### src/rtl/dice_pkg.sv
// Shared types and helpers for the dice capture block: FSM state encoding
// and the counter-value to die-face mapping.
package dice_pkg;

    localparam int DEF_FACES    = 6;
    localparam int DEF_BUS_SIZE = 4;

    typedef enum logic [1:0] {
        ST_IDLE    = 2'd0,
        ST_ROLLING = 2'd1,
        ST_VALID   = 2'd2
    } state_e;

    // Out-of-range counter values collapse to face 1 so the result is never 0 or >faces.
    function automatic int unsigned face_of(input int unsigned cnt, input int unsigned faces);
        int unsigned face;
        face = 1;
        if (cnt < faces) begin
            face = cnt + 1;
        end
        return face;
    endfunction

endpackage

### src/rtl/dice_roll_capture_btn_debounce.sv
// Button conditioning: two-flop synchroniser, stable-level debounce counter
// and one-cycle rise/fall pulses derived from the registered debounced level.
module btn_debounce #(
    parameter int DEBOUNCE_CYCLES = 16
) (
    input  logic clk,
    input  logic rst,
    input  logic btn,
    output logic btn_db,
    output logic rise,
    output logic fall
);

    localparam int CW = (DEBOUNCE_CYCLES > 2) ? $clog2(DEBOUNCE_CYCLES) : 1;
    localparam logic [CW-1:0] CNT_LAST = CW'(DEBOUNCE_CYCLES - 1);

    logic          r_sync1;
    logic          r_sync2;
    logic          r_db;
    logic          r_db_d;
    logic [CW-1:0] r_cnt;

    always_ff @(posedge clk or posedge rst) begin
        if (rst) begin
            r_sync1 <= 1'b0;
            r_sync2 <= 1'b0;
        end else begin
            r_sync1 <= btn;
            r_sync2 <= r_sync1;
        end
    end

    // Any cycle where the synchronised level agrees with the accepted level restarts the count.
    always_ff @(posedge clk or posedge rst) begin
        if (rst) begin
            r_db  <= 1'b0;
            r_cnt <= '0;
        end else if (r_sync2 == r_db) begin
            r_cnt <= '0;
        end else if (r_cnt == CNT_LAST) begin
            r_db  <= ~r_db;
            r_cnt <= '0;
        end else begin
            r_cnt <= r_cnt + CW'(1);
        end
    end

    always_ff @(posedge clk or posedge rst) begin
        if (rst) begin
            r_db_d <= 1'b0;
        end else begin
            r_db_d <= r_db;
        end
    end

    assign btn_db = r_db;
    assign rise   = r_db & ~r_db_d;
    assign fall   = ~r_db & r_db_d;

endmodule

### src/rtl/dice_roll_capture.sv
// Dice reader: debounced button press shows a live face, release captures it,
// and the captured face is offered with valid/ack to the score logic.
import dice_pkg::*;

module dice_roll_capture #(
    parameter int BUS_SIZE        = DEF_BUS_SIZE,
    parameter int FACES           = DEF_FACES,
    parameter int DEBOUNCE_CYCLES = 16
) (
    input  logic                clk,
    input  logic                rst,
    input  logic                btn,
    input  logic [BUS_SIZE-1:0] cnt_q,
    output logic                rolling,
    output logic [BUS_SIZE-1:0] result,
    output logic                result_valid,
    input  logic                result_ack,
    output state_e              o_dbg_state
);

    // Handshake: result is stable while result_valid=1; a cycle with result_valid=1 and
    // result_ack=1 completes the transfer and result_valid drops on the next cycle.

    logic                w_btn_db;
    logic                w_rise;
    logic                w_fall;
    logic [BUS_SIZE-1:0] w_face;

    state_e              r_state;
    logic                r_rolling;
    logic [BUS_SIZE-1:0] r_result;
    logic                r_result_valid;

    btn_debounce #(
        .DEBOUNCE_CYCLES(DEBOUNCE_CYCLES)
    ) u_btn_debounce (
        .clk    (clk),
        .rst    (rst),
        .btn    (btn),
        .btn_db (w_btn_db),
        .rise   (w_rise),
        .fall   (w_fall)
    );

    assign w_face = BUS_SIZE'(face_of(32'(cnt_q), FACES));

    // Presses seen in VALID are edge events only and are dropped, including one coinciding with ack.
    always_ff @(posedge clk or posedge rst) begin
        if (rst) begin
            r_state        <= ST_IDLE;
            r_rolling      <= 1'b0;
            r_result       <= '0;
            r_result_valid <= 1'b0;
        end else begin
            case (r_state)
                ST_IDLE: begin
                    if (w_rise) begin
                        r_state   <= ST_ROLLING;
                        r_rolling <= 1'b1;
                    end
                end
                ST_ROLLING: begin
                    r_result <= w_face;
                    if (w_fall) begin
                        r_state        <= ST_VALID;
                        r_rolling      <= 1'b0;
                        r_result_valid <= 1'b1;
                    end
                end
                ST_VALID: begin
                    if (result_ack) begin
                        r_state        <= ST_IDLE;
                        r_result_valid <= 1'b0;
                    end
                end
                default: begin
                    r_state        <= ST_IDLE;
                    r_rolling      <= 1'b0;
                    r_result_valid <= 1'b0;
                end
            endcase
        end
    end

    assign rolling      = r_rolling;
    assign result       = r_result;
    assign result_valid = r_result_valid;
    assign o_dbg_state  = r_state;

endmodule

### config.mk
export PLATFORM = sky130hd
export DESIGN_NAME = dice_roll_capture
export DESIGN_NICKNAME = d
export VERILOG_FILES = /design/src/rtl/dice_pkg.sv /design/src/rtl/dice_roll_capture_btn_debounce.sv /design/src/rtl/dice_roll_capture.sv
export SDC_FILE = /design/constraint.sdc
export NUM_CORES = 1
export LEC_CHECK = 0
export BUFFER_PORTS_ARGS = -buffer_cell sky130_fd_sc_hd__buf_2
export CORE_MARGIN = 2
export CORE_UTILIZATION = 40
export CTS_BUF_LIST = sky130_fd_sc_hd__clkbuf_2
export DETAILED_ROUTE_END_ITERATION = 16
export HOLD_SLACK_MARGIN = 0.05
export PLACE_DENSITY = 0.72
export SYNTH_ARGS = -nofsm -noshare
export SYNTH_HDL_FRONTEND = slang
export SYNTH_SLANG_ARGS = --single-unit
### constraint.sdc
create_clock -name clk -period 1.1 [get_ports clk]
set_input_delay 0.22 -clock clk [delete_from_list [all_inputs] [get_ports clk]]
set_output_delay 0.22 -clock clk [all_outputs]
set_load 0.005 [all_outputs]
==> results.toml, run 1 <==
[status]
outcome = "finished with violations"
violations = "setup timing"

[final_layout]
mostFrequentLayoutCells = "dfrtp_1, buf_2, buf_4"
utilization_pct = 57.5
nFillCells = 135
final-seq-area_um2 = 400
drive_gt1_share_pct = 40.2
num_antenna_cells = 0
layout_commonest_cell = "dfrtp_1"
nets = 98
syn_to_final_growth_pct = 31.6
final_area_um2 = 896
multi_input_area_um2 = 259
final_cells = 103

[die]
pin_count = 16
start_util_pct = 43.7
dieArea_um2 = 2050
die_w_um = 45.3
die_h_um = 45.3
rows = 14
core_region_area_um2 = 1560

[pwr]
vdd_drop_max_mv = 0.777
power_mw = 1.09
pwr_density_cell_nw_per_um2 = 1210
power_leakage_nw = 0.442

[synthesis]
synth-seq-cells = 16
synth_nets = 68
synth-async-reset-ratio_pct = 100
synthesis.area_um2 = 681
syn_avg_cell_area_um2 = 11.7
ys_types = 21
synthCells = 58
ys_seq_area_share_pct = 58.8
synth_top_cell_by_area = "dfrtp_1"
synth_edf_count = 0
yosysWarnings = 0
synth-main-ff-cell = "dfrtp_1"
synthTopCellsByArea = "dfrtp_1, a21oi_1, o21ai_0"
synth.top_cell.area_share_pct = 58.8

[global_routing]
grt_usage_pct = 12.6
use_met1_pct = 14.8
busiest_layer = "met2"
antenna_found_initial = 0
met3_usage_pct = 6.00
grt.overflow.total = 0
use_met2_pct = 20.6
grt_pass1_vias = 453
grt_pass1_wl_mm = 1.84
grt_max_degree = 17

[sta]
holdWs_ns = 0.119
clock_skew_ns = 0.00776
relSlewSlack_pct = 85.2
slew_viol_final = 0
setup_tns_ns = -0.0968
hold_viol_final = 0
rsz0062_at_grt = "true"
setup-violations-final = 2
fin_crit_sh_pct = 104
timing.final.ws_setup_ns = -0.0494
min_period_ns = 1.15
max_freq_mhz = 870
tightest_slew_ns = 0.221

[clock_network]
clk_latency_ns = 0.28
cts_max_path_buffers = 2
cts_max_level = 1
cts_tree = "built"
root_buffer = "clkbuf_2"
cts_made_buffers = 3
cts_sinks = 16
clkTransAtPathRegs_ns = 0.15

[routing]
post-route-drc-count = 0
drt_iter0_markers = 3
vias = 495
wl_mm = 1.06
wl_per_cell_um = 10.3
drtPass1Iterations = 4
avgViaCountPerCell = 4.81
final_antenna_net_count = 0

[placement]
gp_congestion = 0.759
postPlaceCellArea_um2 = 805
dp_cells = 93
place_ws_ns = 0.0274
io_buffers = 15
dpl.hpwl_um = 792

[critical_path]
critPathLaunchType = "flip-flop"
cp_data_required_time_ns = 0.88
worstPathMaxFanout = 2
cpLargestDelayFamily = "flip-flops"
cp_slowest_cell = "dfrtp_1"
slowest_delay_ns = 0.42
cpMostUsedCell = "buf_6"
critPathCaptureType = "output pin"
path_cells = "buf_6, buf_6"
critPathBufInv = 2
path_class = "flip-flop to output pin"
arrival_ns = 0.93

[min_path]
hold_class = "input port to flip-flop"

[run]
drv_cap = 0
final cells by class:
class / instances / area share [%]
Tap cell: 16 / 2.23
Sequential cell: 16 / 44.7
Inverter: 4 / 1.68
Clock buffer: 3 / 1.68
Multi-Input combinational cell: 37 / 28.9
Clock inverter: 1 / 0.419
Timing Repair Buffer: 26 / 20.4
sequential cells by signal, indices dropped and copies added (netlist names):
name / flops
u_btn_debounce.r_sync2: 1
result: 4
o_dbg_state: 2
u_btn_debounce.btn_db: 1
result_valid: 1
u_btn_debounce.r_db_d: 1
u_btn_debounce.r_sync1: 1
rolling: 1
u_btn_debounce.r_cnt: 4
worst register-to-register path: stages (launching register included):
cell     delay, ns
dfrtp_1       0.42
ha_2          0.20
nand3_2       0.07
mux2_4        0.29
synthesized netlist by cell type (2+ instances only):
cell type / instances
dfrtp_1: 16
a21oi_1: 6
o21ai_0: 6
inv_1: 4
nand2_1: 4
nor2_1: 3
ha_1: 2
nand2b_1: 2
nor3b_2: 2
xnor2_1: 2
what timing repair did:
item	CTS	global route
resized for setup	5	1
hold buffers	2	0
hold endpoints to repair	17	0
setup endpoints to repair	2	5
setup buffers	3	1
worst paths after layout:
| check | startpoint | end | slack (ns) | depth (start not counted) |
|---|---|---|---|---|
| worst max-delay path | o_dbg_state[1] | o_dbg_state[1] | -0.05 | 2 |
| worst min-delay path | cnt_q[3] | result[2] | 0.12 | 2 |
| worst max register to register | u_btn_debounce.r_cnt[1] | u_btn_debounce.btn_db | 0.03 | 3 |
| worst min register to register | u_btn_debounce.r_sync1 | u_btn_debounce.r_sync2 | 0.36 | 0 |
| max in group asynchronous | rst | result[0] | 0.48 | 4 |
| min in group asynchronous | rst | o_dbg_state[1] | 0.44 | 4 |
cells by family (layout without fill, tap and decap cells):
logic type / Yosys count / count (layout) / synth area share [%]
flops: 16 / 16 / 58.8
buf+inv: 5 / 34 / 3.86
compound gates: 15 / 15 / 13.1
xor+xnor: 2 / 2 / 2.57
mux: 1 / 1 / 2.21
fa+ha+maj: 2 / 2 / 3.68
simple gates: 17 / 17 / 15.8
power by group:
| group | leakage [nW] | total [mW] | internal, mW | switching [mW] |
|---|---|---|---|---|
| logic | 0.231 | 0.170 | 0.0948 | 0.0753 |
| clock network | 0.0140 | 0.253 | 0.0790 | 0.174 |
| registers | 0.197 | 0.662 | 0.637 | 0.0253 |
routing by layer:
layer	wire length, um	vias up
met2	550	10
met3	42	0
li1	-	254
met1	469	231
met5	0	-
met4	0	0
Note: power is estimated with default switching activity, not from simulation.
==> run 2, diff against run 1 <==
- clock period: 1.1 -> 1.04 ns (I/O delays scaled with it)
==> results.toml, run 2 (synthesis gave the netlist of run 1 again) <==
[status]
outcome = "finished with violations"
violations = "setup timing"

[final_layout]
drive_gt1_share_pct = 47.3
num_antenna_cells = 0
final-seq-area_um2 = 400
syn_to_final_growth_pct = 42.1
nFillCells = 128
multi_input_area_um2 = 293
layout_commonest_cell = "dfrtp_1"
mostFrequentLayoutCells = "dfrtp_1, buf_2, buf_4"
nets = 103

[critical_path]
critPathLaunchType = "flip-flop"
worstPathMaxFanout = 2
cp_slowest_cell = "dfrtp_1"
rr_worst_depth = 3
critPathBufInv = 2
arrival_ns = 0.92
cpLargestDelayFamily = "flip-flops"
timing.rr.end = "u_btn_debounce.btn_db"
path_cells = "buf_6, buf_6"
slowest_delay_ns = 0.42
critPathCaptureType = "output pin"
r2r_setup_slack_ns = -0.02
cpMostUsedCell = "buf_6"
cp_data_required_time_ns = 0.83
path_class = "flip-flop to output pin"
reg2reg_from = "u_btn_debounce.r_cnt[0]"

[sta]
hold_viol_final = 0
max_freq_mhz = 883
min_period_ns = 1.13
timing.final.ws_setup_ns = -0.0923
holdWs_ns = 0.108
tightest_slew_ns = 0.221
rsz0062_at_grt = "true"
setup-violations-final = 3
fin_crit_sh_pct = 109
slew_viol_final = 0
relSlewSlack_pct = 85.2
clock_skew_ns = 0.0112

[run]
drv_cap = 0

[placement]
gp_congestion = 0.779
dpl.hpwl_um = 817
io_buffers = 15

[global_routing]
busiest_layer = "met2"
grt_max_degree = 17
antenna_found_initial = 0
grt_pass1_wl_mm = 1.88
use_met2_pct = 21.4
grt.overflow.total = 0
grt_pass1_vias = 488
grt_usage_pct = 13.2
met3_usage_pct = 7.60
use_met1_pct = 14.8

[routing]
vias = 525
post-route-drc-count = 0
drtPass1Iterations = 2
wl_per_cell_um = 10.9
avgViaCountPerCell = 4.91
wl_mm = 1.17
final_antenna_net_count = 0
drt_iter0_markers = 6

[clock_network]
cts_sinks = 16
clkTransAtPathRegs_ns = 0.13
clk_latency_ns = 0.27
cts_max_path_buffers = 2
cts_made_buffers = 3
cts_tree = "built"
root_buffer = "clkbuf_2"
cts_max_level = 1

[pwr]
vdd_drop_max_mv = 1.13
pwr_density_cell_nw_per_um2 = 1230
power_mw = 1.19
power_leakage_nw = 0.469

[min_path]
hold_path_depth = 2
hold-path-endpoint = "result[2]"
hold_class = "input port to flip-flop"
worstHoldStart = "cnt_q[3]"

[die]
pin_count = 16
die_w_um = 45.3
rows = 14
dieArea_um2 = 2050
start_util_pct = 43.7
core_region_area_um2 = 1560
die_h_um = 45.3
-- run 2: cell types whose count changed in the layout (fill, tap and decap cells not counted), sizes merged --
| cell | change |
|---|---|
| clkinv | -1 |
| buf | +5 |
-- run 2: area by class of cell --
type                    instances  share of cell area [%]
inverters                       4                    1.55
clock buffers                   3                    1.55
repair buffers                 31                    23.2
well taps                      16                    2.07
multi-input cells              37                    30.3
flip-flops and latches         16                    41.4
-- run 2: layer usage --
metal	wire [um]	part of all wire (%)	up-vias
li1	-	-	263
met1	505	43	250
met2	609	52	12
met3	53	4.5	0
met4	0	0	0
met5	0	0	-
-- run 2: worst max-delay path by stage --
stage | start | end | slack [ns] | depth (start not counted)
3_5_place_dp | u_btn_debounce.r_cnt[1] | u_btn_debounce.btn_db | -0.03 | 3
5_1_grt | o_dbg_state[0] | o_dbg_state[0] | -0.15 | 2
4_1_cts | o_dbg_state[1] | o_dbg_state[1] | -0.1 | 2
6_report | o_dbg_state[0] | o_dbg_state[0] | -0.09 | 2
3_3_place_gp | u_btn_debounce.r_cnt[1] | u_btn_debounce.btn_db | -0.008 | 3
2_1_floorplan | u_btn_debounce.r_cnt[0] | u_btn_debounce.btn_db | -0.03 | 3
-- run 2: what timing repair did --
action | CTS | global route
cloned | 0 | 0
setup buffers | 4 | 2
pin swaps | 2 | 1
hold buffers | 2 | 0
resized for setup | 7 | 8
setup endpoints to repair | 5 | 15
hold endpoints to repair | 17 | 0
-- run 2: power breakdown --
part	switching, mW	total, mW	internal [mW]	leakage, nW
Sequential	0.0299	0.703	0.673	0.197
Clock	0.166	0.245	0.0787	0.0125
Combinational	0.0971	0.238	0.141	0.260
Total	0.293	1.19	0.893	0.469
-- run 2: worst register-to-register path, cell delays in order, from the launching register on --
cell and delay [ns]:
dfrtp_1 0.43, ha_4 0.19, nand3_2 0.07, mux2_4 0.29
-- run 2: per-stage QoR --
step	TNS, ns	worst slack (ns)	cells	cell area, um2	util [%]
2_1_floorplan	-0.0316	-0.0316	58	683	-
3_3_place_gp	-0.00833	-0.00833	96	827	53.0
3_5_place_dp	-0.0715	-0.0256	96	827	53.0
4_1_cts	-0.198	-0.0981	105	932	59.8
5_1_grt	-0.498	-0.146	107	967	62.0
6_report	-0.204	-0.0923	107	967	62.0
